$ cat src/rtl/wb_pwm_bank_pkg.sv
`default_nettype none
// ============================================================================
// Module  : wb_pwm_bank_pkg
// Brief   : Register map, decode kinds and byte-lane helpers for wb_pwm_bank.
// Revision: 1.0
// ============================================================================
package wb_pwm_bank_pkg;

  localparam int C_ADR_CTRL   = 'h00;
  localparam int C_ADR_STATUS = 'h01;
  localparam int C_CH_BASE    = 'h10;
  localparam int C_CH_STRIDE  = 4;
  localparam int C_OFS_PERIOD = 0;
  localparam int C_OFS_DUTY   = 1;
  localparam int C_OFS_COUNT  = 2;

  typedef enum logic [2:0] {
    RK_NONE   = 3'd0,
    RK_CTRL   = 3'd1,
    RK_STATUS = 3'd2,
    RK_PERIOD = 3'd3,
    RK_DUTY   = 3'd4,
    RK_COUNT  = 3'd5
  } reg_kind_e;

  function automatic int ch_adr(input int ch, input int ofs);
    return C_CH_BASE + ch * C_CH_STRIDE + ofs;
  endfunction

  function automatic logic [31:0] byte_merge(input logic [31:0] old_v,
                                             input logic [31:0] new_v,
                                             input logic [3:0]  sel);
    logic [31:0] r;
    for (int b = 0; b < 4; b++) begin
      r[8*b +: 8] = sel[b] ? new_v[8*b +: 8] : old_v[8*b +: 8];
    end
    return r;
  endfunction

endpackage
`default_nettype wire

$ cat src/rtl/wb_pwm_bank_if.sv
`default_nettype none
// ============================================================================
// Module  : wb_pwm_bank_if
// Brief   : Classic Wishbone bus bundle between the fabric bridge and the PWM bank.
// Revision: 1.0
// ============================================================================
interface wb_pwm_bank_if #(
  parameter int ADR_W = 15
);
  logic [ADR_W-1:0] wb_adr;
  logic [31:0]      wb_dat_w;
  logic [31:0]      wb_dat_r;
  logic [3:0]       wb_sel;
  logic             wb_cyc;
  logic             wb_stb;
  logic             wb_we;
  logic             wb_ack;
  logic             wb_err;

  modport master (
    output wb_adr, wb_dat_w, wb_sel, wb_cyc, wb_stb, wb_we,
    input  wb_dat_r, wb_ack, wb_err
  );

  modport slave (
    input  wb_adr, wb_dat_w, wb_sel, wb_cyc, wb_stb, wb_we,
    output wb_dat_r, wb_ack, wb_err
  );
endinterface
`default_nettype wire

$ cat src/rtl/wb_pwm_bank_pwm_channel.sv
`default_nettype none
// ============================================================================
// Module  : wb_pwm_bank_pwm_channel
// Brief   : One PWM channel; active period/duty reload only on the wrap edge.
// Revision: 1.0
// ============================================================================
module wb_pwm_bank_pwm_channel #(
  parameter int CNT_W = 16
) (
  input  logic             sys_clk,
  input  logic             sys_rst_n,
  input  logic             en_i,
  input  logic             inv_i,
  input  logic [CNT_W-1:0] period_i,
  input  logic [CNT_W-1:0] duty_i,
  output logic [CNT_W-1:0] cnt_o,
  output logic             wrap_o,
  output logic             pwm_o
);

  logic [CNT_W-1:0] cnt_q, cnt_d;
  logic [CNT_W-1:0] act_per_q, act_per_d;
  logic [CNT_W-1:0] act_duty_q, act_duty_d;
  logic             pwm_q, pwm_d;
  logic             w_wrap;
  logic             w_raw;

  always_comb begin
    cnt_d      = cnt_q;
    act_per_d  = act_per_q;
    act_duty_d = act_duty_q;
    w_wrap     = en_i && (cnt_q == act_per_q);
    w_raw      = en_i && (cnt_q < act_duty_q);
    // A disabled channel keeps tracking the shadows so enabling starts clean.
    if (!en_i || w_wrap) begin
      cnt_d      = '0;
      act_per_d  = period_i;
      act_duty_d = duty_i;
    end else begin
      cnt_d = cnt_q + CNT_W'(1);
    end
    pwm_d = w_raw ^ inv_i;
  end

  always_ff @(posedge sys_clk) begin
    if (!sys_rst_n) begin
      cnt_q      <= '0;
      act_per_q  <= '0;
      act_duty_q <= '0;
      pwm_q      <= 1'b0;
    end else begin
      cnt_q      <= cnt_d;
      act_per_q  <= act_per_d;
      act_duty_q <= act_duty_d;
      pwm_q      <= pwm_d;
    end
  end

  assign cnt_o  = cnt_q;
  assign wrap_o = w_wrap;
  assign pwm_o  = pwm_q;

endmodule
`default_nettype wire

$ cat src/rtl/wb_pwm_bank.sv
`default_nettype none
// ============================================================================
// Module  : wb_pwm_bank
// Brief   : Wishbone slave PWM bank with double-buffered period/duty per channel.
// Revision: 1.0
// ============================================================================
module wb_pwm_bank
  import wb_pwm_bank_pkg::*;
#(
  parameter int NUM_CH = 3,
  parameter int CNT_W  = 16,
  parameter int ADR_W  = 15
) (
  input  logic              sys_clk,
  input  logic              sys_rst_n,
  wb_pwm_bank_if.slave      wb,
  output logic [NUM_CH-1:0] pwm
);

  logic [NUM_CH-1:0]            en_q, en_d;
  logic [NUM_CH-1:0]            inv_q, inv_d;
  logic [NUM_CH-1:0]            wrap_q, wrap_d;
  logic [NUM_CH-1:0][CNT_W-1:0] period_q, period_d;
  logic [NUM_CH-1:0][CNT_W-1:0] duty_q, duty_d;
  logic                         ack_q, ack_d;
  logic                         err_q, err_d;
  logic [31:0]                  dat_r_q, dat_r_d;

  logic [NUM_CH-1:0][CNT_W-1:0] w_cnt;
  logic [NUM_CH-1:0]            w_wrap;
  logic [NUM_CH-1:0]            w_per_hit;
  logic [NUM_CH-1:0]            w_duty_hit;
  logic [NUM_CH-1:0]            w_w1c;
  reg_kind_e                    w_kind;
  logic [31:0]                  w_rdata;
  logic [31:0]                  w_ctrl_word;
  logic                         w_req;
  logic                         w_hit;
  logic                         w_wr;

  assign w_ctrl_word = {16'h0000, 8'(inv_q), 8'(en_q)};

  always_comb begin
    w_kind     = RK_NONE;
    w_rdata    = '0;
    w_per_hit  = '0;
    w_duty_hit = '0;
    if (wb.wb_adr == ADR_W'(C_ADR_CTRL)) begin
      w_kind  = RK_CTRL;
      w_rdata = w_ctrl_word;
    end else if (wb.wb_adr == ADR_W'(C_ADR_STATUS)) begin
      w_kind  = RK_STATUS;
      w_rdata = 32'(wrap_q);
    end
    for (int n = 0; n < NUM_CH; n++) begin
      if (wb.wb_adr == ADR_W'(ch_adr(n, C_OFS_PERIOD))) begin
        w_kind       = RK_PERIOD;
        w_per_hit[n] = 1'b1;
        w_rdata      = 32'(period_q[n]);
      end
      if (wb.wb_adr == ADR_W'(ch_adr(n, C_OFS_DUTY))) begin
        w_kind        = RK_DUTY;
        w_duty_hit[n] = 1'b1;
        w_rdata       = 32'(duty_q[n]);
      end
      if (wb.wb_adr == ADR_W'(ch_adr(n, C_OFS_COUNT))) begin
        w_kind  = RK_COUNT;
        w_rdata = 32'(w_cnt[n]);
      end
    end
  end

  // ack/err gate the next request, so a held strobe is served every 2nd cycle.
  assign w_req = wb.wb_cyc & wb.wb_stb & ~ack_q & ~err_q;
  assign w_hit = (w_kind != RK_NONE);
  assign w_wr  = w_req & w_hit & wb.wb_we;
  assign w_w1c = (w_wr && (w_kind == RK_STATUS) && wb.wb_sel[0]) ?
                 wb.wb_dat_w[NUM_CH-1:0] : '0;

  always_comb begin
    en_d     = en_q;
    inv_d    = inv_q;
    period_d = period_q;
    duty_d   = duty_q;
    ack_d    = w_req & w_hit;
    err_d    = w_req & ~w_hit;
    dat_r_d  = (w_req && w_hit && !wb.wb_we) ? w_rdata : '0;
    if (w_wr && (w_kind == RK_CTRL)) begin
      if (wb.wb_sel[0]) en_d  = wb.wb_dat_w[NUM_CH-1:0];
      if (wb.wb_sel[1]) inv_d = wb.wb_dat_w[8 +: NUM_CH];
    end
    for (int n = 0; n < NUM_CH; n++) begin
      if (w_wr && w_per_hit[n]) begin
        period_d[n] = CNT_W'(byte_merge(32'(period_q[n]), wb.wb_dat_w, wb.wb_sel));
      end
      if (w_wr && w_duty_hit[n]) begin
        duty_d[n] = CNT_W'(byte_merge(32'(duty_q[n]), wb.wb_dat_w, wb.wb_sel));
      end
    end
    // A wrap on the same edge as a clear keeps the flag set.
    wrap_d = w_wrap | (wrap_q & ~w_w1c);
  end

  always_ff @(posedge sys_clk) begin
    if (!sys_rst_n) begin
      en_q     <= '0;
      inv_q    <= '0;
      wrap_q   <= '0;
      period_q <= '0;
      duty_q   <= '0;
      ack_q    <= 1'b0;
      err_q    <= 1'b0;
      dat_r_q  <= '0;
    end else begin
      en_q     <= en_d;
      inv_q    <= inv_d;
      wrap_q   <= wrap_d;
      period_q <= period_d;
      duty_q   <= duty_d;
      ack_q    <= ack_d;
      err_q    <= err_d;
      dat_r_q  <= dat_r_d;
    end
  end

  assign wb.wb_ack   = ack_q;
  assign wb.wb_err   = err_q;
  assign wb.wb_dat_r = dat_r_q;

  for (genvar n = 0; n < NUM_CH; n++) begin : g_ch
    wb_pwm_bank_pwm_channel #(
      .CNT_W (CNT_W)
    ) u_ch (
      .sys_clk   (sys_clk),
      .sys_rst_n (sys_rst_n),
      .en_i      (en_q[n]),
      .inv_i     (inv_q[n]),
      .period_i  (period_q[n]),
      .duty_i    (duty_q[n]),
      .cnt_o     (w_cnt[n]),
      .wrap_o    (w_wrap[n]),
      .pwm_o     (pwm[n])
    );
  end

endmodule
`default_nettype wire
$ cat src/flat_wrapper.sv
// flat-port wrapper written by rule: the top's interface ports become plain ports
module wb_pwm_bank_flat import wb_pwm_bank_pkg::*;
#(
  parameter int NUM_CH = 3,
  parameter int CNT_W  = 16,
  parameter int ADR_W  = 15
)
  (sys_clk, sys_rst_n, pwm, wb_wb_adr, wb_wb_dat_w, wb_wb_sel, wb_wb_cyc, wb_wb_stb, wb_wb_we, wb_wb_dat_r, wb_wb_ack, wb_wb_err);
  wb_pwm_bank_if #(.ADR_W(ADR_W)) wb_i ();
  input  logic sys_clk;
  input  logic sys_rst_n;
  output logic [NUM_CH-1:0] pwm;
  input wire logic [$bits(wb_i.wb_adr)-1:0] wb_wb_adr;
  input wire logic [$bits(wb_i.wb_dat_w)-1:0] wb_wb_dat_w;
  input wire logic [$bits(wb_i.wb_sel)-1:0] wb_wb_sel;
  input wire logic [$bits(wb_i.wb_cyc)-1:0] wb_wb_cyc;
  input wire logic [$bits(wb_i.wb_stb)-1:0] wb_wb_stb;
  input wire logic [$bits(wb_i.wb_we)-1:0] wb_wb_we;
  output wire logic [$bits(wb_i.wb_dat_r)-1:0] wb_wb_dat_r;
  output wire logic [$bits(wb_i.wb_ack)-1:0] wb_wb_ack;
  output wire logic [$bits(wb_i.wb_err)-1:0] wb_wb_err;
  assign wb_i.wb_adr = wb_wb_adr;
  assign wb_i.wb_dat_w = wb_wb_dat_w;
  assign wb_i.wb_sel = wb_wb_sel;
  assign wb_i.wb_cyc = wb_wb_cyc;
  assign wb_i.wb_stb = wb_wb_stb;
  assign wb_i.wb_we = wb_wb_we;
  assign wb_wb_dat_r = wb_i.wb_dat_r;
  assign wb_wb_ack = wb_i.wb_ack;
  assign wb_wb_err = wb_i.wb_err;
  wb_pwm_bank #(.NUM_CH(NUM_CH), .CNT_W(CNT_W), .ADR_W(ADR_W)) u_core (.sys_clk(sys_clk), .sys_rst_n(sys_rst_n), .wb(wb_i), .pwm(pwm));
endmodule
$ cat config.mk
export PLATFORM = sky130hd
export DESIGN_NAME = wb_pwm_bank_flat
export DESIGN_NICKNAME = d
export VERILOG_FILES = /design/src/rtl/wb_pwm_bank_pkg.sv /design/src/rtl/wb_pwm_bank_if.sv /design/src/rtl/wb_pwm_bank_pwm_channel.sv /design/src/rtl/wb_pwm_bank.sv /design/src/flat_wrapper.sv
export SDC_FILE = /design/constraint.sdc
export NUM_CORES = 1
export LEC_CHECK = 0
export CORE_ASPECT_RATIO = 1.1
export CORE_MARGIN = 1
export CORE_UTILIZATION = 49
export DETAILED_ROUTE_END_ITERATION = 16
export PLACE_DENSITY = 0.79
export RECOVER_POWER = 25
export SYNTH_ARGS = -nofsm -noshare
export SYNTH_HDL_FRONTEND = slang
export SYNTH_SLANG_ARGS = --single-unit
$ cat constraint.sdc
create_clock -name sys_clk -period 4.6 [get_ports sys_clk]
set_input_delay 1.15 -clock sys_clk [delete_from_list [all_inputs] [get_ports sys_clk]]
set_output_delay 1.15 -clock sys_clk [all_outputs]
set_load 0.02 [all_outputs]
; Yosys cells after proc, flatten, opt, wreduce, memory -nomap -nowiden
; Cells that the tools add are included.
[totals]
ff_bits = 286
wordCells = 143
input_bits = 56
[classes]
reduce_logical = 45
n_bitwise = 17
eq_ne = 15
muxes = 29
n_addsub = 3
order_cmp = 3
[op_table]
columns = op, count
row1 = 16-bit two-way mux, 9
row2 = 15-bit by 5-bit equality test with 1-bit output (second input constant), 9
row3 = 16-bit by 1-bit adder with 16-bit output (second input constant), 3
row4 = 16-bit equality test, 3
row5 = 16-bit less-than comparator, 3
row6 = 3-bit two-way mux, 12
row7 = 2-bit AND reduction, 15
row8 = 1-bit logical AND, 17
row9 = 15-bit by 1-bit equality test with 1-bit output (second input constant), 1
row10 = 15-bit logical NOT, 1
row11 = 12-bit OR reduction, 1
row12 = 11-bit two-way mux, 1
row13 = 1-bit AND, 6
row14 = 1-bit two-way mux, 6
row15 = 2-bit OR reduction, 3
row16 = 1-bit inverter, 5
row17 = 1-bit logical NOT, 4
row18 = 3-bit AND, 1
row19 = 3-bit by 1-bit equality test with 1-bit output (second input constant), 1
row20 = 3-bit by 2-bit equality test with 1-bit output (second input constant), 1
row21 = 1-bit logical OR, 3
row22 = 3-bit inverter, 1
row23 = 3-bit bitwise OR, 1
row24 = 3-bit nonzero test, 1
row25 = 2 further kinds, 4

; Logic depth before layout (Yosys ltp)
[logic_depth]
ltp_word = 21
mapped_depth = 9

; Cells and area by module
; A second synthesis with hierarchy kept.
[hier_totals]
cells_unflattened = 1662
area_unflattened_um2 = 13699.4
[modules_own_cells]
columns = mod, n_inst, cells_each, area_per_inst_um2
row1 = wb_pwm_bank, 1, 770, 6144.6
row2 = wb_pwm_bank_pwm_channel at u_core.g_ch[0].u_ch ..., 2, 297, 2560.0
row3 = wb_pwm_bank_pwm_channel at u_core.g_ch[2].u_ch, 1, 298, 2434.8

; Least setup slack after synthesis
; No wires, ideal clock.
[synth_timing]
path_kind = input-to-reg
from = input port wb_wb_adr[13]
to = register u_core.dat_r_q[7] (netlist: u_core.wb.wb_dat_r[7])
setup_ns = 0.076
setup_slack_ns = 0.962
required_time_ns = 4.524
n_path_buf = 1
t_arrival_ns = 3.562
cell_stages = 7
path_cell_list = or4_4 or4_4 buf_6 or2_1 or3_1 or4_1 o22ai_1
[synth_between]
elab_chain_cells = 16
word_cells_on_any_way = 35
cone_classes = eq/ne: 10 / mux: 20 / reduce/logical: 5
[synth_lines]
columns = element, line_no
row1 = start: declaration, flat_wrapper.sv:13  ; input wire logic [$bits(wb_i.wb_adr)-1:0] wb_wb_adr;
row2 = 15-bit by 1-bit equality test with 1-bit output, wb_pwm_bank.sv:51  ; end else if (wb.wb_adr == ADR_W'(C_ADR_STATUS)) begin
row3 = 2-bit two-way mux, wb_pwm_bank.sv:51
row4 = 3-bit two-way mux, wb_pwm_bank.sv:48  ; if (wb.wb_adr == ADR_W'(C_ADR_CTRL)) begin
row5 = 3-bit two-way mux, wb_pwm_bank.sv:56  ; if (wb.wb_adr == ADR_W'(ch_adr(n, C_OFS_PERIOD))) begin
row6 = 3-bit two-way mux, wb_pwm_bank.sv:61  ; if (wb.wb_adr == ADR_W'(ch_adr(n, C_OFS_DUTY))) begin
row7 = 3-bit two-way mux, wb_pwm_bank.sv:66  ; if (wb.wb_adr == ADR_W'(ch_adr(n, C_OFS_COUNT))) begin
row8 = 3-bit two-way mux, wb_pwm_bank.sv:56
row9 = 3-bit two-way mux, wb_pwm_bank.sv:61
row10 = 3-bit two-way mux, wb_pwm_bank.sv:66
row11 = 3-bit two-way mux, wb_pwm_bank.sv:56
row12 = 3-bit two-way mux, wb_pwm_bank.sv:61
row13 = 3-bit two-way mux, wb_pwm_bank.sv:66
row14 = 3-bit nonzero test, wb_pwm_bank.sv:75  ; assign w_hit = (w_kind != RK_NONE);
row15 = 1-bit logical AND (2 in a row), wb_pwm_bank.sv:87  ; dat_r_d = (w_req && w_hit && !wb.wb_we) ? w_rdata : '0;
row16 = 2-bit AND reduction (no line), n/a
row17 = end signal: assignment, wb_pwm_bank.sv:122  ; dat_r_q <= dat_r_d;
row18 = end: declaration, wb_pwm_bank.sv:27  ; logic [31:0] dat_r_q, dat_r_d;
; Parallel ways exist; a longest one is shown, timed or not.
; A chain may end at the register's enable or synchronous reset.

; Worst setup path after layout
[layout_timing]
from = input port wb_wb_adr[9]
to = register u_core.period_q[22] in the netlist's numbering
[layout_between]
elab_chain_cells = 17
word_cells_on_any_way = 28
cone_classes = eq/ne: 10 / mux: 12 / bitwise: 2 / reduce/logical: 4
[layout_lines]
columns = element, line_no
row1 = 15-bit by 1-bit equality test with 1-bit output, wb_pwm_bank.sv:51
row2 = 2-bit two-way mux, wb_pwm_bank.sv:51
row3 = 3-bit two-way mux, wb_pwm_bank.sv:48
row4 = 3-bit two-way mux, wb_pwm_bank.sv:56
row5 = 3-bit two-way mux, wb_pwm_bank.sv:61
row6 = 3-bit two-way mux, wb_pwm_bank.sv:66
row7 = 3-bit two-way mux, wb_pwm_bank.sv:56
row8 = 3-bit two-way mux, wb_pwm_bank.sv:61
row9 = 3-bit two-way mux, wb_pwm_bank.sv:66
row10 = 3-bit two-way mux, wb_pwm_bank.sv:56
row11 = 3-bit two-way mux, wb_pwm_bank.sv:61
row12 = 3-bit two-way mux, wb_pwm_bank.sv:66
row13 = 3-bit nonzero test, wb_pwm_bank.sv:75
row14 = 1-bit AND (2 in a row), wb_pwm_bank.sv:76  ; assign w_wr = w_req & w_hit & wb.wb_we;
row15 = 1-bit logical AND (*), wb_pwm_bank.sv:93  ; if (w_wr && w_per_hit[n]) begin
row16 = 2-bit AND reduction (no line) (*), n/a
row17 = end signal: assignment, wb_pwm_bank.sv:118  ; period_q <= period_d;
row18 = end: declaration, wb_pwm_bank.sv:23  ; logic [NUM_CH-1:0][CNT_W-1:0] period_q, period_d;
; Every way passes the cells marked *; elsewhere a longest branch is shown, timed or not.

==> summary.md <==
| Metric | Value |
|---|---|
| Largest stage delay, worst path | around 0.65 ns |
| CTS tree | yes |
| DR WL/cell | between 15 and 20 um |
| Syn_area_per_cell | 9.005 sq um |
| GPL Wtd Cong | roughly 0.97 |
| Number of synthesis warnings | 0 |
| Hold_ws | 0.4930 ns |
| Worst Path Arrival | 4.24 ns |
| Most used DFF post-synth | dfxtp_1 |
| Critical Path Sink | u_core.period_q[22] |
| Port Buffer Count | 58 |
| Post-synthesis cell area | 12,680 sq um |
| RR Endpoint | u_core.g_ch[1].u_ch.act_duty_q[11] |
| CORE AREA | 25,340 sq um |
| Min Tclk post-route | between 3 and 4 ns |
| Worst-margin pin slew | between 1.5 and 2 ns |
| Remaining Overflow, GRT | 0 |
| RSZ-0062 raised after global routing | false |
| Initial drt markers | 1,037 |
| Post-CTS Setup Repair Bufs | 0 |
| HP Class | flop to flop |
| Relative slew slack | -27.41% |
| H-tree depth | 1 |
| Sequential area share after synthesis | between 40% and 50% |
| Static leakage | slightly above 6 nW |
| Final hold violations | 0 |
| Crit-path max FO | 16 |
| Crit path depth | 7 |
| CP Data Required Time | ~5.0 ns |
| DR vias | between 10,000 and 15,000 |
| Vias in the first global route | 10,090 |
| Final Cycle Share | approximately 84% |
| EDFF count, synth | 0 |
| Synth top area cells | dfxtp_1, mux2i_1, nor2_1 |
| Longest Clk Path Bufs | 3 |
| Critical Path Slowest Stage Cell | or4_1 |
| Initial Util | about 50% |
| Status | complete, but fails checks |
| # DRC | 0 |
| CP cell instances | clkdlybuf4s50_1 -> or4_1 -> or4_4 -> or3_1 -> nor2_2 -> mux2i_1 -> nor2_1 |
| Final Routed Wirelength | about 35,000 um |
| Layout Nets | about 1,600 |
| Area added between synthesis and finish | 14.62% |
| Async SR Flop Fraction | 0% |
| Final Slew Violations | 33 |
| DIE WIDTH | around 160 um |
| Latest clock arrival within the worst-skew pair | between 0.5 and 0.6 ns |
| Fin Clk Skew | about 0.013 ns |
| Worst setup path startpoint | wb_wb_adr[9] |
| Core Util, Final | 57.36% |
| Ant diodes | 0 |
| Total track usage | between 20% and 30% |
| Non-Filler Instances | between 1,500 and 2,000 |
| Failing checks | max-capacitance violations, max-slew violations |
| Total power | roughly 4.8 mW |
| Commonest cells after routing, fill and taps aside | dfxtp_1, nor2_1, mux2i_1 |
| Highest Clock Rate | around 260 MHz |
| CP endpoint kind | flop |
| Critical path class | input pin to flop |
| VDD IR max | 268.8 uV |
| Setup TNS | 0 ns |
| First-pass GRT wire length | between 50,000 and 60,000 um |
| Cts hold-fix bufs | 0 |
| #FFs+latches synth | 270 |
| Cell taking the most area after synthesis | dfxtp_1 |
| Cells after DPL | ~1,800 |
| Via density | ~6 |
| Post-cts resize count | 0 |
| CP startpoint kind | input pin |
| Number of placement rows | 61 |
| 1st-pass router iterations | 8 |
| Post-synthesis cell type count | about 60 |
| Reg-to-reg slack, setup | roughly 1.3 ns |
| Syn Inst Count | 1,408 |
| Final setup violation count | 0 |
| Largest net degree at the start of global routing | between 80 and 90 |
| DIE AREA | between 20,000 and 30,000 sq um |
| CTS Buf Count | 28 |
| Initial antenna violation count | 0 |
| MaxCap Viol Count | 1 |
| Share of cells above drive strength 1 | about 6.3% |
| Layout fillers | 2,209 |
| R2R Path Start | u_core.g_ch[1].u_ch.cnt_o[13] |
| IO Pins | 93 |
| Buf/Inv on CP | 1 |
| Reg clk slew, reported paths | ~0.06 ns |
| Post-synth top area share | a little over two fifths |
| Root buf cell | clkbuf_16 |
| CP top delay family | simple AND/OR/NAND/NOR gates |
| Post-DP HPWL | 25,550 um |
| Power Dens Cells | roughly 330 nW/um^2 |
| Post-DRT Antenna Nets | 0 |
| Clock sink total | between 200 and 300 |
| Reg2reg path depth | 6 |
| Commonest non-fill, non-tap cell in the layout | dfxtp_1 |
| Chip Height | 170.7 um |
[metal layers]
metal	vias up	routed length, um	track usage (%)
li1	4980	-	-
met1	5047	13940	33.41
met2	471	15980	43.28
met3	118	2973	3.774
met4	0	1858	13.77
met5	-	0	0
[worst reg2reg max path, stage by stage, from the launching register on]
cell and delay [ns]:
dfxtp_1 0.46, xor2_1 0.19, nor4_1 0.37, nand4_1 0.26, nand2_1 1.43, mux2i_1 0.35, nor2_1 0.08
[power breakdown]
part / leakage [nW] / total [mW] / switching, mW / internal [mW]
Clock: 0.451 / 2.27 / 0.925 / 1.35
Combinational: 3.44 / 0.143 / 0.0968 / 0.0460
Sequential: 2.17 / 2.34 / 0.000144 / 2.34
[logic make-up after synthesis]
group,count (synthesis),share of synthesized area [%]
AOI/OAI and AO/OA,219,11.59
xor gates and xnor gates,86,5.940
adders and majority gates,48,4.737
buffers and inverters,145,4.924
DFF,270,42.63
muxes,171,13.50
other,1,0.02957
and+or+nand+nor,468,16.65
[cell type report]
class	instances	area, sq um	area share [%]
clock buffer	42	824.5	5.673
tap	346	432.9	2.979
sequential	270	5405	37.19
timing repair buffer	89	834.6	5.742
multi-input combinational	1008	6718	46.22
inverter	56	215.2	1.481
clock inverter	9	103.9	0.7145
[how the worst min path moves through the flow]
stage | start | end | slack [ns] | cells after the start
after global routing | u_core.period_q[18] | u_core.period_q[18] | 0.52 | 2
after detailed placement | u_core.wrap_q[2] | u_core.wrap_q[2] | 0.47 | 2
after floorplan | u_core.wrap_q[2] | u_core.wrap_q[2] | 0.44 | 2
final | u_core.g_ch[2].u_ch.act_duty_q[13] | u_core.g_ch[2].u_ch.act_duty_q[13] | 0.49 | 2
after global placement | u_core.wrap_q[0] | u_core.wrap_q[0] | 0.46 | 2
after CTS | u_core.wrap_q[2] | u_core.wrap_q[2] | 0.49 | 2
[metrics by stage]
| step | setup WS (ns) | instance area, sq um |
|---|---|---|
| floorplan | 0.9622 | 12740 |
| global placement | 0.2722 | 13610 |
| detailed placement | 0.2383 | 13610 |
| CTS | 0.7968 | 14540 |
| global route | 0.6433 | 14530 |
| finish | 0.7544 | 14530 |
[state kept, by name, indices dropped and copies added, names as in the netlist]
register	flops
u_core.period_q	48
u_core.wrap_q	3
u_core.g_ch.u_ch.act_per_q	48
u_core.en_q	3
u_core.duty_q	48
u_core.wb.wb_dat_r	16
u_core.wb.wb_ack	1
u_core.g_ch.u_ch.act_duty_q	48
u_core.g_ch.u_ch.pwm_o	3
u_core.inv_q	3
u_core.wb.wb_err	1
u_core.g_ch.u_ch.cnt_o	48
[synthesized netlist by cell type, types with 7 or more instances]
master	count
ha_1	48
a221oi_1	8
buf_4	19
clkbuf_1	57
nor4_1	14
or3_1	12
nand3_1	32
nand4_1	16
inv_1	55
a21oi_1	53
o21ai_0	60
nor2_1	241
xnor2_1	11
a222oi_1	20
nand2b_1	11
and3_1	11
a22oi_1	8
xor2_1	75
a21o_1	12
nor3_1	11
a31oi_1	10
mux2i_1	171
buf_1	11
dfxtp_1	270
nand2_1	82
a22o_1	9
nor2b_1	7
(Power assumes the default switching activity.)
